[config.mk]
export PLATFORM = sky130hd
export DESIGN_NAME = memory_c_seq
export DESIGN_NICKNAME = d
export VERILOG_FILES = /design/src/rtl/lstm_mem_pkg.sv /design/src/rtl/memc_unit_step_cnt.sv /design/src/rtl/memory_c_seq.sv
export SDC_FILE = /design/constraint.sdc
export NUM_CORES = 1
export LEC_CHECK = 0
export CORE_MARGIN = 5
export CORE_UTILIZATION = 43
export DETAILED_ROUTE_END_ITERATION = 8
export PLACE_DENSITY = 0.86
export SLEW_MARGIN = 20
export SYNTH_ARGS = -nofsm -noshare
export SYNTH_HDL_FRONTEND = slang
export SYNTH_SLANG_ARGS = --single-unit
[constraint.sdc]
create_clock -name clk -period 6.5 [get_ports clk]
set_clock_uncertainty 0.15 [all_clocks]
set_input_delay 0.65 -clock clk [delete_from_list [all_inputs] [get_ports clk]]
set_output_delay 0.65 -clock clk [all_outputs]
set_load 0.02 [all_outputs]
[src/rtl/lstm_mem_pkg.sv]
// Shared types and constants for the LSTM cell-state memory sequencer.
package lstm_mem_pkg;

  typedef enum logic [1:0] {
    IDLE = 2'd0,
    FWD  = 2'd1,
    BWD  = 2'd2
  } state_e;

  localparam int DEF_NUM_LSTM = 53;
  localparam int DEF_TIMESTEP = 7;
  localparam int DEF_AW       = 9;

  typedef logic [DEF_AW-1:0] addr_t;

  // Slot t=0 holds the preloaded c0, hence TIMESTEP+1 slots per unit.
  function automatic int mem_depth(input int num_lstm, input int timestep);
    return num_lstm * (timestep + 1);
  endfunction

endpackage

[src/rtl/memc_unit_step_cnt.sv]
// Nested (unit, timestep) counter for the forward phase; o_last flags the final beat.
module memc_unit_step_cnt #(
  parameter int NUM_LSTM = 53,
  parameter int TIMESTEP = 7,
  parameter int UW       = (NUM_LSTM > 1) ? $clog2(NUM_LSTM) : 1,
  parameter int TW       = (TIMESTEP > 0) ? $clog2(TIMESTEP + 1) : 1
) (
  input  logic          clk,
  input  logic          rst,
  input  logic          i_clr,
  input  logic          i_step,
  output logic [UW-1:0] o_u,
  output logic [TW-1:0] o_t,
  output logic          o_last
);

  logic [UW-1:0] r_u;
  logic [TW-1:0] r_t;
  logic          w_u_wrap;

  assign w_u_wrap = (r_u == UW'(NUM_LSTM - 1));

  always_ff @(posedge clk or negedge rst) begin
    if (!rst) begin
      r_u <= '0;
      r_t <= '0;
    end else if (i_clr) begin
      r_u <= '0;
      r_t <= '0;
    end else if (i_step) begin
      if (w_u_wrap) begin
        r_u <= '0;
        r_t <= r_t + 1'b1;
      end else begin
        r_u <= r_u + 1'b1;
      end
    end
  end

  assign o_u    = r_u;
  assign o_t    = r_t;
  assign o_last = w_u_wrap && (r_t == TW'(TIMESTEP - 1));

endmodule

[src/rtl/memory_c_seq.sv]
// LSTM c_t memory sequencer: forward write/prev-read phase and reverse backward replay.
// Define MEMC_SEQ_ERR_EN to enable the sticky protocol-error flag on err.
module memory_c_seq
  import lstm_mem_pkg::*;
#(
  parameter int WIDTH    = 32,
  parameter int NUM_LSTM = DEF_NUM_LSTM,
  parameter int TIMESTEP = DEF_TIMESTEP,
  parameter int AW       = DEF_AW
) (
  input  logic                    clk,
  input  logic                    rst,
  input  logic                    fwd_start,
  input  logic                    bwd_start,
  input  logic                    fw_req,
  input  logic signed [WIDTH-1:0] fw_data,
  output logic                    fw_ack,
  output logic signed [WIDTH-1:0] fw_prev,
  input  logic                    bw_req,
  output logic                    bw_ack,
  output logic signed [WIDTH-1:0] bw_data,
  output logic                    bw_valid,
  output logic                    busy,
  output logic                    done,
  output logic                    err,
  output logic                    mem_wr,
  output logic [AW-1:0]           mem_wr_addr,
  output logic [AW-1:0]           mem_rd_addr,
  output logic signed [WIDTH-1:0] mem_i,
  input  logic signed [WIDTH-1:0] mem_o
);

  localparam int DEPTH = mem_depth(NUM_LSTM, TIMESTEP);
  localparam int UW    = (NUM_LSTM > 1) ? $clog2(NUM_LSTM) : 1;
  localparam int TW    = (TIMESTEP > 0) ? $clog2(TIMESTEP + 1) : 1;
  localparam logic [AW-1:0] LAST_ADDR = AW'(DEPTH - 1);
  localparam logic [AW-1:0] NL_A      = AW'(NUM_LSTM);

  state_e                  r_state, w_state_nxt;
  logic [AW-1:0]           r_bw_ptr;
  logic signed [WIDTH-1:0] r_bw_data;
  logic                    r_bw_valid;
  logic                    r_done;
  logic                    w_cnt_clr;
  logic                    w_last;
  logic [UW-1:0]           w_u;
  logic [TW-1:0]           w_t;
  logic [AW-1:0]           w_rd_base;
  logic [AW-1:0]           w_wr_ptr;
  logic                    w_bw_load;

  memc_unit_step_cnt #(
    .NUM_LSTM (NUM_LSTM),
    .TIMESTEP (TIMESTEP),
    .UW       (UW),
    .TW       (TW)
  ) u_cnt (
    .clk    (clk),
    .rst    (rst),
    .i_clr  (w_cnt_clr),
    .i_step (fw_ack),
    .o_u    (w_u),
    .o_t    (w_t),
    .o_last (w_last)
  );

  // c_{t-1} lives one NUM_LSTM-row below the c_t being written.
  assign w_rd_base = AW'(w_t) * NL_A + AW'(w_u);
  assign w_wr_ptr  = w_rd_base + NL_A;
  assign w_bw_load = (r_state == IDLE) && !fwd_start && bwd_start;

  always_comb begin
    w_state_nxt = r_state;
    w_cnt_clr   = 1'b0;
    fw_ack      = 1'b0;
    bw_ack      = 1'b0;
    mem_wr      = 1'b0;
    mem_wr_addr = '0;
    mem_rd_addr = '0;
    mem_i       = '0;
    fw_prev     = '0;
    case (r_state)
      IDLE: begin
        if (fwd_start) begin
          w_state_nxt = FWD;
          w_cnt_clr   = 1'b1;
        end else if (bwd_start) begin
          w_state_nxt = BWD;
        end
      end
      FWD: begin
        fw_ack      = fw_req;
        mem_wr      = fw_req;
        mem_wr_addr = w_wr_ptr;
        mem_rd_addr = w_rd_base;
        mem_i       = fw_data;
        fw_prev     = mem_o;
        if (fw_req && w_last) w_state_nxt = IDLE;
      end
      BWD: begin
        bw_ack      = bw_req;
        mem_rd_addr = r_bw_ptr;
        if (bw_req && (r_bw_ptr == '0)) w_state_nxt = IDLE;
      end
      default: w_state_nxt = IDLE;
    endcase
  end

  always_ff @(posedge clk or negedge rst) begin
    if (!rst) begin
      r_state    <= IDLE;
      r_bw_ptr   <= '0;
      r_bw_data  <= '0;
      r_bw_valid <= 1'b0;
      r_done     <= 1'b0;
    end else begin
      r_state    <= w_state_nxt;
      r_bw_valid <= bw_ack;
      r_done     <= (fw_ack && w_last) || (bw_ack && (r_bw_ptr == '0));
      if (w_bw_load) r_bw_ptr <= LAST_ADDR;
      else if (bw_ack) r_bw_ptr <= r_bw_ptr - 1'b1;
      if (bw_ack) r_bw_data <= mem_o;
    end
  end

  assign busy     = (r_state != IDLE);
  assign done     = r_done;
  assign bw_valid = r_bw_valid;
  assign bw_data  = r_bw_data;

`ifdef MEMC_SEQ_ERR_EN
  logic r_err;
  logic w_err_evt;

  assign w_err_evt = (fw_req && (r_state != FWD)) ||
                     (bw_req && (r_state != BWD)) ||
                     ((fwd_start || bwd_start) && (r_state != IDLE));

  always_ff @(posedge clk or negedge rst) begin
    if (!rst) r_err <= 1'b0;
    else if (w_err_evt) r_err <= 1'b1;
  end

  assign err = r_err;
`else
  assign err = 1'b0;
`endif

endmodule

# After elaboration in Yosys (flattened, before gate mapping)
# Cells that the tools add are included.
dict set report word_totals {
  reg_bits 54
  input_bits 70
}
dict set report classes {
  eq_ne 7
  mul 1
  n_reduce_logical 17
  add_sub_neg 5
  muxes 21
}
# operator count
set ops {}
lappend ops {{32-bit 2-to-1 mux} 2}
lappend ops {{9-bit 2-to-1 mux} 3}
lappend ops {{6-bit 2-to-1 mux} 3}
lappend ops {{9-bit case mux with 2 select lines} 1}
lappend ops {{9-bit by 6-bit adder with 9-bit output} 1}
lappend ops {{9-bit by 6-bit adder with 9-bit output, second input constant} 1}
lappend ops {{9-bit logical NOT} 1}
lappend ops {{3-bit by 6-bit multiplier with 9-bit output, second input constant} 1}
lappend ops {{3-bit 2-to-1 mux} 3}
lappend ops {{9-bit by 1-bit subtractor with 9-bit output, second input constant} 1}
lappend ops {{2-bit 2-to-1 mux} 4}
lappend ops {{2-bit nonzero test} 4}
lappend ops {{1-bit logical AND} 7}
lappend ops {{6-bit by 1-bit adder with 6-bit output, second input constant} 1}
lappend ops {{6-bit equality test, second input constant} 1}
lappend ops {{2-bit case mux with 3 select lines} 1}
lappend ops {{1-bit 2-to-1 mux} 4}
lappend ops {{2-bit != test, second input constant} 2}
lappend ops {{3-bit by 1-bit adder with 3-bit output, second input constant} 1}
lappend ops {{3-bit equality test, second input constant} 1}
lappend ops {{3-bit != test, second input constant} 1}
lappend ops {{3-bit AND reduction} 1}
lappend ops {{2-bit by 1-bit equality test with 1-bit output, second input constant} 1}
lappend ops {{2-bit equality test, second input constant} 1}
lappend ops {{4 further kinds} 4}

# Logic depth before layout (Yosys ltp)
# Gate-level depths: netlist of the first run.
dict set report depth {
  word_depth 5
  mapped_depth 12
  ltp_nobuf 11
}

# Hierarchy
# A second synthesis of the first run with hierarchy kept.
dict set report hier_totals {
  hier_cells 387
  area_unflattened_um2 3751.1
}
# module n_inst cells_each area_per_inst_um2 seq_area_each_um2
set modules_own_cells {}
lappend modules_own_cells {memory_c_seq 1 329 3193.1 1126.1}
lappend modules_own_cells {memc_unit_step_cnt 1 58 558.0 225.2}

# Worst setup path before layout of the first run
# OpenSTA, ideal clock, no wires.
dict set report synth_timing {
  kind {register to output}
  startpoint {register u_cnt.r_t[0], in the netlist u_cnt.o_t[0]}
  endpoint {output port mem_wr_addr[8]}
  path_buffers 1
  arrival_time_ps 2985
  stages_incl_launch_ff 12
  path_slack_ps 2715
  cell_sequence {dfrtp_1 -> inv_1 -> ha_1 -> xnor2_1 -> ha_1 -> ha_1 -> buf_2 -> and3_1 -> a221oi_1 -> xor2_1 -> a311oi_1 -> mux2i_1}
}
dict set report synth_via {
  elab_chain_cells 4
}
# item line
set synth_lines {}
lappend synth_lines {{start: declaration} memc_unit_step_cnt.sv:18} ;# logic [TW-1:0] r_t;
lappend synth_lines {{start signal: assignment} memc_unit_step_cnt.sv:33} ;# r_t <= r_t + 1'b1;
lappend synth_lines {{3-bit by 6-bit multiplier with 9-bit output} memory_c_seq.sv:68} ;# assign w_rd_base = AW'(w_t) * NL_A + AW'(w_u);
lappend synth_lines {{9-bit by 6-bit adder with 9-bit output} memory_c_seq.sv:68}
lappend synth_lines {{9-bit by 6-bit adder with 9-bit output} memory_c_seq.sv:69} ;# assign w_wr_ptr = w_rd_base + NL_A;
lappend synth_lines {{9-bit 2-to-1 mux} memory_c_seq.sv:82} ;# case (r_state)
lappend synth_lines {{end: declaration} memory_c_seq.sv:27} ;# output logic [AW-1:0] mem_wr_addr,
# Every way passes these cells.

# Worst setup path after layout of the first run
# Same ends and word-level chain as after synthesis.

==> impl_metrics.ini, run 1 <==
[status]
status = completed

[synthesis]
synth_seq_area_share = 0.369
synth-seq-cells = 54
ys.flop_type = sky130_fd_sc_hd__dfrtp_1
synthDominantAreaCellType = sky130_fd_sc_hd__dfrtp_1
synthesis.nets = 481
syn_area_sq_um = 3660
netlist.area_leader.share = 0.369
synth.avg_cell_area_sq_um = 9.57
ys_warn_count = 0
synth_cells = 383
yosys-top-cells-count = 67 x sky130_fd_sc_hd__and2_1, 54 x sky130_fd_sc_hd__dfrtp_1, 33 x sky130_fd_sc_hd__mux2_2, 27 x sky130_fd_sc_hd__ha_1, 21 x sky130_fd_sc_hd__nand2_1
largest_cells_by_area_after_synthesis = sky130_fd_sc_hd__dfrtp_1 37%, sky130_fd_sc_hd__and2_1 11%, sky130_fd_sc_hd__mux2_2 10%, sky130_fd_sc_hd__ha_1 9.2%, sky130_fd_sc_hd__nand2_1 2.2%
most_repeated_cell_in_the_gate_level_netlist_after_synthesis = sky130_fd_sc_hd__and2_1
synth-edff-count = 0
yosys.cell_types.count = 52
synth_async_sr_flop_share = 1.00

[power]
p_per_area_nw_per_um2 = 350
vdd_ir_drop_max_v = 0.000271
p_leak_nw = 2.51

[routing]
wl_microns = 11600
drc_errors = 0
detail_routed_net_length_per_standard_cell_microns = 17.4
detailedRoute.firstPassIterationCount = 4
vias_per_cell = 5.08
total_number_of_vias = 3396
antenna_violating_nets_post_route = 0
drt_first_iter_violations = 136

[setup_path]
timing.critical_path.from_type = flip-flop
critical_path_class = flip-flop to output port
reg2reg_slack_ps = 3850
crit_path_max_fanout = 7
cp-end-kind = output port
critPathRequiredTime_ps = 5700
cp.arrival_ps = 3980

[worst_hold_path]
min_path_type = input port to async pin

[finish]
fin_cells = 669
final_core_util = 0.691
number_of_nets_in_the_layout = 661
area_delta_synth_final_pct = 55.8
postLayoutCellArea_sq_um = 5710
antenna_cells = 0
final_layout_size_suffix_gt1_frac = 0.103

[die]
core_region_area_sq_um = 8260
effective_utilization_at_floorplan = 0.444
number_of_top_level_design_ports = 191
dieArea_sq_um = 10500
die_y_microns = 102
standard_cell_row_count = 33
die_wd_microns = 102

[sta]
worst_pin_slew_ps = 687
setup_viol = 0
period_needed_ps = 4780
layout_worst_path_cycle_share = 0.735
max_slew_vio_count = 0
timing.fmax_mhz = 209
report.final.hold_viol_count = 0
worst_setup_slack_after_layout_ps = 1720
slew_headroom = 0.542
timing.setup.tns_ps = 0
rsz0062_at_grt = no

[cts]
worst_skew_pair_later_pin_latency_ps = 300
postCtsHoldBufs = 0
postCtsResizedCells = 0
numCtsBuffers = 5
clock_path_buffers = 2
worst_setup_hold_path_clk_slew_ps = 90
clock_tree_from_tritoncts = yes
cts_max_level = 2
clkSinkCount = 54
cts_setup_buffers = 0
clock-root-buffer = sky130_fd_sc_hd__clkbuf_8

[job]
count_of_max_cap_constraint_violations = 0

[placement]
placed_area_sq_um = 5620
gpl.final_weighted_congestion = 0.902
place.detailed.hpwl_microns = 9260
place.detailed.instances = 661
place.port_buffers = 189
detailedPlace.worstSlack_ps = 2060

[global_route]
grt_antenna_before_repair = 0
tot_gr_track_use = 0.222
grt_max_degree = 76
global_route_wire_length_before_repair_microns = 18600
grt_overflow = 0
first_global_vias = 3729
[final cells by class]
type,instances,area [sq um]
fillers,673,2550
multi-input cells,289,2150
repair buffers,192,1910
flip-flops and latches,54,1350
well taps,105,131
clock buffers,7,86.3
inverters,21,78.8
clock inverters,1,5.00
[critical path: stages, from the launching register on]
cell	delay (ps)
sky130_fd_sc_hd__dfrtp_1	450
sky130_fd_sc_hd__inv_1	100
sky130_fd_sc_hd__ha_1	340
sky130_fd_sc_hd__xnor2_1	140
sky130_fd_sc_hd__ha_1	290
sky130_fd_sc_hd__ha_1	410
sky130_fd_sc_hd__and3_1	210
sky130_fd_sc_hd__a221oi_1	430
sky130_fd_sc_hd__xor2_1	160
sky130_fd_sc_hd__a311oi_1	300
sky130_fd_sc_hd__mux2i_1	230
sky130_fd_sc_hd__clkdlybuf4s50_1	620
[cells by family (layout without fill, tap and decap cells)]
kind of cell,Yosys count,after routing,synth area share
other cells,1,1,0.00102
buf+inv,40,221,0.0464
flops,54,54,0.369
fa+ha+maj,28,28,0.0976
xor+xnor,17,17,0.0406
mux,36,36,0.110
simple gates,152,152,0.235
compound gates,55,55,0.101
[report_power, final]
part           switching [mW]  internal, mW  total, mW
logic                   0.643         0.621       1.26
registers              0.0808         0.460      0.541
clock network           0.107        0.0863      0.193
[state kept, by name, summed over array words and instances, names as in the netlist]
register / cells
bw_data: 32
r_bw_ptr: 9
u_cnt.o_u: 6
u_cnt.o_t: 3
r_state: 2
bw_valid: 1
done: 1
[per-stage QoR]
step,power [mW],hold slack (ps)
final,2.00,305
after global routing,2.13,363
after CTS,2.02,335
after detailed placement,1.82,345
after global placement,1.79,336
after floorplan,1.20,204
[layer usage]
metal,vias to the layer above,track usage,share of wire
met2,117,0.385,0.51
met1,1610,0.272,0.39
li1,1650,-,-
met5,-,0,0
met4,0,0.0525,0.016
met3,19,0.0669,0.080
[cell usage in the layout, fill, tap and decap left out, types with 3 or more instances in the layout]
| master | instances |
|---|---|
| sky130_fd_sc_hd__mux2_2 | 33 |
| sky130_fd_sc_hd__nor3_1 | 7 |
| sky130_fd_sc_hd__xnor2_1 | 9 |
| sky130_fd_sc_hd__clkdlybuf4s50_1 | 188 |
| sky130_fd_sc_hd__nor2_1 | 14 |
| sky130_fd_sc_hd__nand2b_1 | 4 |
| sky130_fd_sc_hd__ha_1 | 26 |
| sky130_fd_sc_hd__or2_2 | 6 |
| sky130_fd_sc_hd__and2_1 | 67 |
| sky130_fd_sc_hd__a21oi_1 | 14 |
| sky130_fd_sc_hd__o211ai_1 | 3 |
| sky130_fd_sc_hd__o21ai_0 | 7 |
| sky130_fd_sc_hd__clkbuf_8 | 6 |
| sky130_fd_sc_hd__nand3_1 | 5 |
| sky130_fd_sc_hd__a22oi_1 | 7 |
| sky130_fd_sc_hd__or3_1 | 4 |
| sky130_fd_sc_hd__dfrtp_1 | 54 |
| sky130_fd_sc_hd__nand2_1 | 21 |
| sky130_fd_sc_hd__xor2_1 | 8 |
| sky130_fd_sc_hd__buf_4 | 3 |
| sky130_fd_sc_hd__and3_1 | 3 |
| sky130_fd_sc_hd__a21o_1 | 5 |
| sky130_fd_sc_hd__mux2i_1 | 3 |
| sky130_fd_sc_hd__nor2b_1 | 11 |
| sky130_fd_sc_hd__inv_1 | 20 |
[path summary, 6_finish.rpt]
| kind | from | to | depth (start not counted) |
|---|---|---|---|
| max reg2reg | r_state[0] | r_bw_ptr[7] | 7 |
| max | u_cnt.o_t[0] | mem_wr_addr[8] | 11 |
| max in group asynchronous | rst | done | 2 |
| min in group clk | bw_data[26] | bw_data[26] | 1 |
| min | rst | bw_data[23] | 2 |
| min reg2reg | bw_data[26] | bw_data[26] | 1 |
Power figures use the tool's default switching activity.
==> run 2: changes to the inputs <==
Settings changed: CORE_UTILIZATION 43 to 36, PLACE_DENSITY 0.86 to 0.77.
Clock period 6.5 ns to 3.85 ns, I/O delays scaled along.
==> run 2 against run 1 <==
Non-clock buffer count rose by 13. Register-to-register slack worse by 2300 ps. First-iteration DRC count up 20%. Highest routed layer unchanged. Clock-buffer cell count shrank 1. Die area increased by 17%. Clock power grew 140%. Final cell count is 6.1% higher. Cell area is 3.9% higher. Via count grew 3.1%.
==> impl_metrics.ini, run 2 (synthesis gave the netlist of run 1 again) <==
[die]
dieArea_sq_um = 12300
die_wd_microns = 111
die_y_microns = 111
standard_cell_row_count = 36
number_of_top_level_design_ports = 191
effective_utilization_at_floorplan = 0.372
core_region_area_sq_um = 9860

[routing]
wl_microns = 11600
antenna_violating_nets_post_route = 0
detail_routed_net_length_per_standard_cell_microns = 16.3
vias_per_cell = 4.93
drc_errors = 0
total_number_of_vias = 3502
detailedRoute.firstPassIterationCount = 4
drt_first_iter_violations = 163

[finish]
fin_cells = 710
number_of_nets_in_the_layout = 674
leading_cell_types_in_the_layout_fill_and_taps_excluded = 178 x sky130_fd_sc_hd__clkdlybuf4s50_1, 67 x sky130_fd_sc_hd__and2_1, 53 x sky130_fd_sc_hd__dfrtp_1, 33 x sky130_fd_sc_hd__mux2_2, 25 x sky130_fd_sc_hd__ha_1
final_common_cell = sky130_fd_sc_hd__clkdlybuf4s50_1
final_layout_size_suffix_gt1_frac = 0.153
antenna_cells = 0
area_delta_synth_final_pct = 61.9
largest_reg_flops = 32

[power]
p_per_area_nw_per_um2 = 590
netSwitchingPower_mw = 1.40
p_leak_nw = 2.65
power.share.combinational = 0.609
clock_power_share = 0.132
vdd_ir_drop_max_v = 0.000368
netSwitchingFraction = 0.401
seqPwrFrac = 0.259
p_total_mw = 3.50
cell_internal_pwr_mw = 2.10

[placement]
place.port_buffers = 189
place.detailed.hpwl_microns = 9290
place.detailed.instances = 700
gpl.final_weighted_congestion = 0.825

[global_route]
tot_gr_track_use = 0.184
global_route_wire_length_before_repair_microns = 19000
grt_antenna_before_repair = 0
grt_max_degree = 35
grt_overflow = 0
first_global_vias = 3772

[sta]
period_needed_ps = 3710
worst_pin_slew_ps = 561
setup_viol = 0
layout_worst_path_cycle_share = 0.964
timing.fmax_mhz = 270
max_slew_vio_count = 0
report.final.hold_viol_count = 0
slew_headroom = 0.626

[cts]
worst_setup_hold_path_clk_slew_ps = 100
clock_path_buffers = 2
worst_skew_pair_later_pin_latency_ps = 300
numCtsBuffers = 5
clock_tree_from_tritoncts = yes
cts_max_level = 2
clock-root-buffer = sky130_fd_sc_hd__clkbuf_8
clkSinkCount = 54

[setup_path]
crit_path_max_fanout = 5
worst_flop_to_flop_path_endpoint = r_bw_ptr[7]
critPathRequiredTime_ps = 3310
reg2reg_slack_ps = 1540
worst_r2r_path_depth = 6
timing.critical_path.from_type = flip-flop
timing.rr.start = r_state[0]
worst_setup_path_startpoint = u_cnt.o_t[0]
critical_path_class = flip-flop to output port
cp.arrival_ps = 3170
cp-end-kind = output port

[job]
count_of_max_cap_constraint_violations = 0

[worst_hold_path]
holdPathStages = 1
hold_end = bw_data[19]
worst_hold_startpoint = bw_data[19]
min_path_type = flip-flop to flip-flop

[status]
status = completed
==> run 2: metal layers <==
| layer | global-route usage | wire length (microns) | up-vias |
|---|---|---|---|
| li1 | - | - | 1679 |
| met1 | 0.218 | 4780 | 1683 |
| met2 | 0.319 | 5700 | 124 |
| met3 | 0.0617 | 900 | 16 |
| met4 | 0.0501 | 214 | 0 |
| met5 | 0 | 0 | - |
==> run 2: worst max path at each step <==
stage / slack, ps / cells past startpoint / to
after global routing: -5 / 10 / mem_wr_addr[5]
after floorplan: 330 / 11 / mem_wr_addr[8]
after detailed placement: -50 / 11 / mem_wr_addr[8]
after global placement: 10 / 11 / mem_wr_addr[8]
after CTS: 6 / 11 / mem_wr_addr[5]
final: 140 / 11 / mem_wr_addr[8]
==> run 2: power groups by stage <==
stage | sequential [mW] | combinational, mW | clock (mW)
2_1_floorplan | 1.12 | 0.911 | 0
3_3_place_gp | 0.903 | 2.13 | 0
3_5_place_dp | 0.919 | 2.16 | 0
4_1_cts | 0.908 | 2.16 | 0.479
5_1_grt | 0.937 | 2.27 | 0.500
6_report | 0.906 | 2.13 | 0.463
==> run 2: repair_timing <==
item	4_1_cts	5_1_grt
hold buffers	1	0
pin swaps	0	0
gates resized for setup	18	21
buffers inserted	0	1
endpoints found under the setup margin	8	10
endpoints found under the hold margin	23	0
==> run 2: metrics by stage <==
step	hold WS [ps]	instance area, sq um	setup slack (ps)	setup TNS [ps]	util
final	362	5930	140	0	0.601
after detailed placement	260	5730	-51.5	-98.7	0.581
after global routing	384	5930	-4.53	-4.53	0.601
after CTS	367	5900	5.97	0	0.598
after global placement	249	5730	12.1	0	0.581
after floorplan	-60.6	3660	330	0	-
==> run 2: cell type report <==
type,count,area [sq um]
fillers,837,3930
multi-input cells,289,2210
repair buffers,205,1980
flip-flops and latches,54,1350
well taps,133,166
clock buffers,6,82.6
inverters,21,78.8
clock inverters,2,60.1
==> run 2: worst max-delay path, cell delays in order, from the launching register on <==
cell                      delay [ps]
sky130_fd_sc_hd__dfrtp_2         450
sky130_fd_sc_hd__ha_1            230
sky130_fd_sc_hd__buf_4           140
sky130_fd_sc_hd__xnor2_1         160
sky130_fd_sc_hd__ha_1            260
sky130_fd_sc_hd__ha_1            310
sky130_fd_sc_hd__and3_1          180
sky130_fd_sc_hd__a22oi_2         150
sky130_fd_sc_hd__mux2_2          360
sky130_fd_sc_hd__or3_1           340
sky130_fd_sc_hd__mux2i_1         140
sky130_fd_sc_hd__buf_4           160
==> run 3: changes to the inputs <==
Settings changed: ABC_AREA from default to 1, CORE_UTILIZATION 36 to 60, CTS_BUF_LIST from default to sky130_fd_sc_hd__clkbuf_8, DONT_BUFFER_PORTS from default to 1, PLACE_DENSITY 0.77 to 0.79.
==> run 3 against run 2 <==
First-iteration DRC count grew 15%. Total power up 1.5%. Via count decreased by 1.8%. Register-to-register slack got worse by 220 ps. Clock power shrank 26%. Highest routed layer unchanged. Largest power group unchanged. Maximum frequency grew 3.1%.
==> impl_metrics.ini, run 3 <==
[status]
status = completed

[synthesis]
synth_cells = 577
most_repeated_cell_in_the_gate_level_netlist_after_synthesis = sky130_fd_sc_hd__nand2_1
ys_warn_count = 0
area_fraction_in_and_or_nand_and_nor_cells_after_synthesis = 0.334
synth_adder_area_share = 0.0948
netlist.area_leader.share = 0.358
largest_cells_by_area_after_synthesis = sky130_fd_sc_hd__dfrtp_1 36%, sky130_fd_sc_hd__nand2_1 23%, sky130_fd_sc_hd__inv_1 12%, sky130_fd_sc_hd__ha_1 8.9%, sky130_fd_sc_hd__nand3_1 3.6%
yosys.cell_types.count = 33
synth_seq_area_share = 0.358
synth_compound_area_frac = 0.0610
post_synth_xor_area_fraction = 0.0116
ys.flop_type = sky130_fd_sc_hd__dfrtp_1
yosys-top-cells-count = 230 x sky130_fd_sc_hd__nand2_1, 116 x sky130_fd_sc_hd__inv_1, 54 x sky130_fd_sc_hd__dfrtp_1, 30 x sky130_fd_sc_hd__nor2_1
synth_async_sr_flop_share = 1.00
synthDominantAreaCellType = sky130_fd_sc_hd__dfrtp_1
synthMuxAreaShare = 0
synth_top_family_by_area = simple AND/OR/NAND/NOR gates
synth.avg_cell_area_sq_um = 6.54
synthesis.nets = 675
synth-edff-count = 0
syn_area_sq_um = 3780
synth-seq-cells = 54

[global_route]
global_route_wire_length_before_repair_microns = 14200
grt_use_met1 = 0.293
tot_gr_track_use = 0.228
first_global_vias = 3107
grt_max_degree = 55
use_met3 = 0.0599
fraction_of_met2_tracks_used_by_global_routing = 0.373
grt_antenna_before_repair = 0
gr-max-usage-layer = met2
grt_overflow = 0

[setup_path]
timing.rr.start = r_state[0]
worst_setup_path_startpoint = u_cnt.o_t[2]
cp.arrival_ps = 3060
cp-end-kind = output port
timing.critical_path.from_type = flip-flop
critPathRequiredTime_ps = 3310
reg2reg_slack_ps = 1320
crit_path_max_fanout = 8
critical_path_class = flip-flop to output port

[routing]
wl_microns = 9240
vias_per_cell = 5.31
detailedRoute.firstPassIterationCount = 5
drc_errors = 0
antenna_violating_nets_post_route = 0
detail_routed_net_length_per_standard_cell_microns = 14.3
drt_first_iter_violations = 188
total_number_of_vias = 3439

[sta]
setup_viol = 0
period_needed_ps = 3600
timing.fmax_mhz = 278
slew_headroom = 0.459
worst_pin_slew_ps = 812
max_slew_vio_count = 0
rsz0062_at_grt = no
timing.setup.tns_ps = 0
holdWs_ps = 19.9
layout_worst_path_cycle_share = 0.935
report.final.hold_viol_count = 0

[placement]
placed_area_sq_um = 3810
place.port_buffers = 0
gpl.final_weighted_congestion = 0.837
place.detailed.hpwl_microns = 7170

[power]
p_leak_nw = 2.51
p_total_mw = 3.56
vdd_ir_drop_max_v = 0.000688
p_per_area_nw_per_um2 = 902

[die]
number_of_top_level_design_ports = 191
effective_utilization_at_floorplan = 0.605
dieArea_sq_um = 7980
core_region_area_sq_um = 6240
standard_cell_row_count = 29
die_y_microns = 89.3
die_wd_microns = 89.3

[cts]
numCtsBuffers = 5
clock-root-buffer = sky130_fd_sc_hd__clkbuf_8
cts_max_level = 2
clock_tree_from_tritoncts = yes
clock_path_buffers = 2
clkSinkCount = 54
worst_skew_pair_later_pin_latency_ps = 310
worst_setup_hold_path_clk_slew_ps = 110

[finish]
fillers = 578
final_common_cell = sky130_fd_sc_hd__nand2_1
final_layout_size_suffix_gt1_frac = 0.0525
number_of_nets_in_the_layout = 668
antenna_cells = 0
largest_reg_flops = 32
leading_cell_types_in_the_layout_fill_and_taps_excluded = 230 x sky130_fd_sc_hd__nand2_1, 116 x sky130_fd_sc_hd__inv_1, 54 x sky130_fd_sc_hd__dfrtp_1, 29 x sky130_fd_sc_hd__nor2_1, 27 x sky130_fd_sc_hd__nand3_1
area_delta_synth_final_pct = 4.41
postLayoutCellArea_sq_um = 3940

[worst_hold_path]
worst_hold_startpoint = mem_o[22]
min_path_type = input port to flip-flop

[job]
count_of_max_cap_constraint_violations = 0
-- run 3: changes by cell type after synthesis, sizes merged, moves of 7 or more --
cell   before  now
nor2       14   32
inv        20  118
nand3       5   29
mux2       33    0
nor2b      11    0
xnor2       9    2
nand2      21  236
a22oi       7    0
and2       69    0
a21oi      15   25
-- run 3: worst max-delay path, cell delays in order, from the launching register on --
cell and delay [ps]:
sky130_fd_sc_hd__dfrtp_1 480, sky130_fd_sc_hd__ha_1 340, sky130_fd_sc_hd__ha_1 310, sky130_fd_sc_hd__inv_1 60, sky130_fd_sc_hd__fa_1 460, sky130_fd_sc_hd__xnor2_1 290
sky130_fd_sc_hd__nand2_1 160, sky130_fd_sc_hd__nand3_2 130, sky130_fd_sc_hd__o21ai_0 90, sky130_fd_sc_hd__a21oi_1 430
-- run 3: final timing paths --
check                                 end  cells past startpoint
max in group asynchronous     bw_data[29]                      2
setup reg to reg              r_bw_ptr[7]                      9
hold / removal                bw_data[22]                      2
hold reg to reg                r_state[1]                      2
setup / recovery           mem_wr_addr[6]                      9
min in group asynchronous     bw_data[22]                      2
-- run 3: kinds of logic (layout without fill, tap and decap cells) --
family / count (synthesis) / count (layout)
compound gates: 43 / 43
xor+xnor: 5 / 5
fa+ha+maj: 28 / 28
buf+inv: 137 / 131
flops: 54 / 54
other cells: 1 / 1
simple gates: 309 / 309
-- run 3: layout make-up --
type / instances / area (sq um) / share of cell area
clock buffers: 5 / 68.8 / 0.0175
clock inverters: 3 / 26.3 / 0.00666
repair buffers: 4 / 52.6 / 0.0133
inverters: 119 / 447 / 0.113
well taps: 77 / 96.3 / 0.0244
flip-flops and latches: 54 / 1350 / 0.343
multi-input cells: 386 / 1900 / 0.482
-- run 3: repair_timing --
action	4_1_cts	5_1_grt
buffers inserted	0	0
resized for setup	0	1
hold buffers	2	0
setup endpoints to repair	0	1
endpoints found under the hold margin	54	0
-- run 3: layer usage --
metal | vias to the layer above | part of all wire
li1 | 1706 | -
met1 | 1576 | 0.41
met2 | 143 | 0.50
met3 | 14 | 0.084
met4 | 0 | 0.011
met5 | - | 0
-- run 3: stage by stage --
stage | util | std cells | worst slack, ps
3_5_place_dp | 0.610 | 638 | 549
2_1_floorplan | - | 577 | 748
5_1_grt | 0.632 | 648 | 28.4
3_3_place_gp | 0.610 | 638 | 614
4_1_cts | 0.631 | 648 | 187
6_report | 0.632 | 648 | 251
-- run 3: power by group --
part | internal [mW] | leakage (nW) | switching (mW)
logic | 0.599 | 1.79 | 1.45
registers | 0.772 | 0.674 | 0.391
clock network | 0.136 | 0.0495 | 0.209
total | 1.51 | 2.51 | 2.05
